### config.mk
export PLATFORM = sky130hd
export DESIGN_NAME = memory_arbiter
export DESIGN_NICKNAME = d
export VERILOG_FILES = /design/src/rtl/memory_arbiter.sv
export SDC_FILE = /design/constraint.sdc
export NUM_CORES = 1
export LEC_CHECK = 0
export CAP_MARGIN = 20
export CORE_AREA = 3 3 281 283
export DETAILED_ROUTE_END_ITERATION = 6
export DIE_AREA = 0 0 284 286
export MAX_ROUTING_LAYER = met4
export PLACE_DENSITY = 0.43
export SLEW_MARGIN = 20
export SYNTH_ARGS = -nofsm -noshare
export SYNTH_HDL_FRONTEND = slang
export SYNTH_SLANG_ARGS = --single-unit
### constraint.sdc
create_clock -name CLK -period 4.1 [get_ports CLK]
set_input_delay 1.23 -clock CLK [delete_from_list [all_inputs] [get_ports CLK]]
set_output_delay 1.23 -clock CLK [all_outputs]
set_load 0.01 [all_outputs]
### src/rtl/memory_arbiter.sv
// memory_arbiter
//   Shares one main-memory block port between an instruction cache (read only)
//   and a data cache (read/write). One transaction runs at a time; when both
//   sides ask together, the side that was not served last wins.
//
//   Ports
//     CLK, RESET                 clock, asynchronous active-low reset
//     I_READ, I_ADDRESS          instruction-side block read request
//     I_READDATA, I_BUSYWAIT     instruction block returned (registered), stall
//     D_READ, D_WRITE            data-side block read / write request
//     D_ADDRESS, D_WRITEDATA     data-side address and block to write
//     D_READDATA, D_BUSYWAIT     data block returned (registered), stall
//     MEM_READ, MEM_WRITE        registered main-memory strobes
//     MEM_ADDRESS, MEM_WRITEDATA address / block latched at grant time
//     MEM_READDATA, MEM_BUSYWAIT main-memory return block and busy flag
module memory_arbiter #(
    parameter int ADDR_WIDTH  = 28,
    parameter int BLOCK_WIDTH = 128
) (
    input  logic                   CLK,
    input  logic                   RESET,
    input  logic                   I_READ,
    input  logic [ADDR_WIDTH-1:0]  I_ADDRESS,
    output logic [BLOCK_WIDTH-1:0] I_READDATA,
    output logic                   I_BUSYWAIT,
    input  logic                   D_READ,
    input  logic                   D_WRITE,
    input  logic [ADDR_WIDTH-1:0]  D_ADDRESS,
    input  logic [BLOCK_WIDTH-1:0] D_WRITEDATA,
    output logic [BLOCK_WIDTH-1:0] D_READDATA,
    output logic                   D_BUSYWAIT,
    output logic                   MEM_READ,
    output logic                   MEM_WRITE,
    output logic [ADDR_WIDTH-1:0]  MEM_ADDRESS,
    output logic [BLOCK_WIDTH-1:0] MEM_WRITEDATA,
    input  logic [BLOCK_WIDTH-1:0] MEM_READDATA,
    input  logic                   MEM_BUSYWAIT
);

    typedef enum logic [1:0] {
        IDLE,
        ISSUE,   // strobes just went out; memory has not reacted yet
        BUSY,    // waiting for MEM_BUSYWAIT to fall
        DONE     // one-cycle release of the granted requester
    } state_t;

    state_t state, state_next;
    logic   grant;        // 0 = instruction side, 1 = data side
    logic   last;         // side served by the most recent completed transaction
    logic   i_req;
    logic   d_req;
    logic   any_req;
    logic   grant_pick;   // side that would win if granted this cycle

    assign i_req   = I_READ;
    assign d_req   = D_READ | D_WRITE;
    assign any_req = i_req | d_req;

    // A lone request wins outright; a tie goes to the side not served last.
    assign grant_pick = (i_req && d_req) ? ~last : d_req;

    // Releasing a requester only during DONE of its own grant keeps the other
    // side stalled for the whole transaction.
    assign I_BUSYWAIT = i_req & ~((state == DONE) & ~grant);
    assign D_BUSYWAIT = d_req & ~((state == DONE) &  grant);

    always_ff @(posedge CLK or negedge RESET) begin
        if (!RESET) begin
            state <= IDLE;
        end else begin
            // NOTE: registers take non-blocking assignments so every flop samples
            // the pre-edge values and simulation matches the synthesized netlist.
            state <= state_next;
        end
    end

    always_comb begin
        // NOTE: next-state gets a default before the case so no path through
        // this block leaves it unassigned, which would infer a latch.
        state_next = state;
        unique case (state)
            IDLE:  if (any_req) state_next = ISSUE;
            ISSUE: state_next = BUSY;
            BUSY:  if (!MEM_BUSYWAIT) state_next = DONE;
            DONE:  state_next = IDLE;
            default: state_next = IDLE;
        endcase
    end

    // Grant, strobes, latched request and returned data. The wide data
    // registers are reset as well because their reset value is visible to
    // both requesters.
    always_ff @(posedge CLK or negedge RESET) begin
        if (!RESET) begin
            grant         <= 1'b0;
            last          <= 1'b1;
            MEM_READ      <= 1'b0;
            MEM_WRITE     <= 1'b0;
            MEM_ADDRESS   <= '0;
            MEM_WRITEDATA <= '0;
            I_READDATA    <= '0;
            D_READDATA    <= '0;
        end else begin
            unique case (state)
                IDLE: begin
                    if (any_req) begin
                        grant <= grant_pick;
                        if (grant_pick) begin
                            // Read and write together counts as a write.
                            MEM_ADDRESS   <= D_ADDRESS;
                            MEM_WRITEDATA <= D_WRITEDATA;
                            MEM_WRITE     <= D_WRITE;
                            MEM_READ      <= ~D_WRITE;
                        end else begin
                            MEM_ADDRESS   <= I_ADDRESS;
                            MEM_WRITE     <= 1'b0;
                            MEM_READ      <= 1'b1;
                        end
                    end
                end
                BUSY: begin
                    if (!MEM_BUSYWAIT) begin
                        // Data is captured even if the requester has since
                        // dropped its request.
                        if (MEM_READ) begin
                            if (grant) D_READDATA <= MEM_READDATA;
                            else       I_READDATA <= MEM_READDATA;
                        end
                        MEM_READ  <= 1'b0;
                        MEM_WRITE <= 1'b0;
                        last      <= grant;
                    end
                end
                default: ;
            endcase
        end
    end

endmodule

==> run metrics <==
All-Layer GR Usage=0.1420; ranking of synthesized cells by area=sky130_fd_sc_hd__dfrtp_1, sky130_fd_sc_hd__mux2_2, sky130_fd_sc_hd__mux2i_1; TritonCTS buffer count=52; time the worst path needs with I/O delays and setup=3.712 ns; die outline height=286 um; nature of the critical path startpoint=input port; clock latency at the later pin of the worst-skew pair=0.59 ns; Worst Max-Slew Pin Slew=0.7627 ns; fraction of final layout cells with drive strength greater than 1=0.2862; category of the worst setup path capture point=output port; fraction of power consumed by sequential logic=0.342; synthesis-to-finish area growth=65.42%; Antenna Violating Nets Remaining=0; data arrival time of the worst path=about 2.5 ns; number of global-route vias before repair=12286; Die Width=approximately 280 um; maximum clock frequency=269.4 MHz; Static Leakage=~0.011 uW; average detailed-routed wire length per instance=roughly 20 um; final-layout fill cell count=7583; worst hold slack after final layout=0.4776 ns; area of the core=between 70000 and 80000 sq um; Core Rows=102; initial antenna violation count=2; pin count of the biggest net entering global routing=77; cell area after synthesis=15960 sq um; final routed wirelength across all metal layers=57400 um; Resized Gates After CTS=0; mean instance size in the synthesized netlist=16.45 sq um; top cell family by delay on the critical path=buffers and inverters; final estimated routing congestion in global placement=0.8028; cell internal pwr=about 15000 uW; Seq cells post-synth=~420; Hold-fix buffers, CTS=0; post-route fraction of the period consumed by the critical path=0.9054; critical path's slowest cell=sky130_fd_sc_hd__clkdlybuf4s50_1; count of vias placed by the detailed router=10977; Num Clock Sinks=between 400 and 500; Post-synth EDFFs=0; delay of the slowest critical-path stage=0.57 ns; total of warnings raised by yosys=0; hpwl dp=about 44000 um; maximum clock path buffer count=3; clock root cell=sky130_fd_sc_hd__clkbuf_16; number of instances in the synthesized netlist=970; area share of the largest cell type after synthesis=0.6540; clk_skew=0.03037 ns; CP bufs+invs=2; CTS H-tree lvls=2; result of the run=completed; Synth async-reset ratio=1.000; data required time of the worst path=2.87 ns; Residual DRC=0; post-CTS setup buffer count=0; most used cell along the critical path=sky130_fd_sc_hd__clkdlybuf4s50_1; detailed-routing iteration count for the pre-antenna-repair pass=4; setup TNS=0 ns; initial standard-cell utilization of the core=0.2073; switching power summed over all nets=6570 uW; type of the worst setup path=in -> out; share of total power in the clock network=0.223; I/O pin total=734; part of the total power dissipated in combinational logic=0.435; clock tree from TritonCTS=built; power per standard cell area=804.3 nW/um^2; worst min-delay path category=reg -> reg; max-slew violation count=0; leading cell type in the layout, fill and taps excluded=sky130_fd_sc_hd__clkdlybuf4s50_1; worst ir drop on vdd=approximately 0.00032 V; setup repair after global routing missed its margin=no; most frequent cells in the layout=sky130_fd_sc_hd__clkdlybuf4s50_1, sky130_fd_sc_hd__dfrtp_1, sky130_fd_sc_hd__mux2_2; largest driver fanout on the critical path=2; mean number of vias per cell=3.897; buffers added on ports=733; Final Hold Viols=0; DRT iter0 DRCs=239; utilization after layout=0.3430; cell taking the most area after synthesis=sky130_fd_sc_hd__dfrtp_1; max cap viols=0; Synthesized Nets=1292; worst slew margin relative to its limit=0.4916; full die area=81220 sq um; count of nets after finishing=2054; wire length of the first global-routing pass=84530 um; fraction of power spent switching nets=0.3095; post-synth cell types=29; total setup violations reported at the end of the flow=0; series of cell instances along the critical path=clkdlybuf4s50_1 > a21boi_0 > clkdlybuf4s50_1; CTS clk-pin slew, worst paths=0.06 ns; PnR Total Power=21230 uW; sequential area share after synthesis=0.6557; most common flop cell mapped by yosys=sky130_fd_sc_hd__dfrtp_1; GRT Residual Overflow=0
-- power groups by stage --
| stage | logic, uW | clock network [uW] | registers, uW |
|---|---|---|---|
| finish | 9230 | 4740 | 7260 |
| global route | 9830 | 5110 | 7550 |
| CTS | 9480 | 4930 | 7290 |
| detailed placement | 9460 | 0 | 7330 |
| global placement | 9430 | 0 | 7260 |
| floorplan | 2740 | 0 | 8190 |
-- final timing paths --
kind                                  from           endpoint  slack [ns]  depth (start not counted)
setup reg to reg                  state[0]     I_READDATA[31]        1.87                          6
hold reg to reg            MEM_ADDRESS[27]    MEM_ADDRESS[27]        0.48                          2
hold / removal             MEM_ADDRESS[27]    MEM_ADDRESS[27]        0.48                          2
setup / recovery                    I_READ         I_BUSYWAIT        0.39                          3
max in group asynchronous            RESET    MEM_ADDRESS[16]        2.44                          2
min in group asynchronous            RESET  MEM_WRITEDATA[65]        0.63                          1
-- metal layers --
metal / wire length, um / global-route usage
met5: 0 / -
met1: 20540 / 0.1456
met3: 4802 / 0.04972
met2: 30730 / 0.2580
met4: 1328 / 0.03729
-- registers in the layout (all words and copies together) (netlist names) --
signal,cells
MEM_WRITE,1
last,1
MEM_ADDRESS,28
grant,1
I_READDATA,128
MEM_WRITEDATA,128
MEM_READ,1
D_READDATA,128
state,2
-- worst min-delay path: stages (launching register included) --
cell and delay (ns):
sky130_fd_sc_hd__dfrtp_1 0.34, sky130_fd_sc_hd__nand2_1 0.04, sky130_fd_sc_hd__o21ai_0 0.06
-- logic make-up after synthesis --
group,Yosys count,synth area share
flops,418,0.6557
mux,413,0.2893
buf+inv,56,0.02666
compound gates,40,0.01420
simple gates,39,0.01106
fa+ha+maj,4,0.003137
-- cells in the mapped netlist, types with 2 or more instances --
library cell / count
sky130_fd_sc_hd__dfrtp_1: 417
sky130_fd_sc_hd__a21oi_1: 2
sky130_fd_sc_hd__o21ai_0: 29
sky130_fd_sc_hd__buf_6: 22
sky130_fd_sc_hd__mux2_2: 385
sky130_fd_sc_hd__buf_4: 7
sky130_fd_sc_hd__clkbuf_1: 3
sky130_fd_sc_hd__inv_1: 5
sky130_fd_sc_hd__mux2i_1: 28
sky130_fd_sc_hd__ha_1: 4
sky130_fd_sc_hd__nand2_1: 32
sky130_fd_sc_hd__buf_2: 19
-- area by class of cell --
cell class              instances  area [sq um]  area share
clock inverters                20         201.4    0.007632
flip-flops and latches        418         10460      0.3964
well taps                    1040          1301     0.04930
inverters                       5         18.77   0.0007111
repair buffers                759          7700      0.2917
multi-input cells             496          5107      0.1935
diodes                          2         5.005   0.0001896
clock buffers                  77          1598     0.06054
-- stage by stage --
| step | worst slack [ns] | std cells | instance area [sq um] |
|---|---|---|---|
| 3_5_place_dp | 0.3913 | 2718 | 24590 |
| 3_3_place_gp | 0.3864 | 2718 | 24590 |
| 4_1_cts | 0.3832 | 2815 | 26390 |
| 5_1_grt | 0.3142 | 2817 | 26390 |
| 6_report | 0.3879 | 2817 | 26390 |
| 2_1_floorplan | 1.340 | 970 | 15960 |
(Power assumes the default switching activity.)
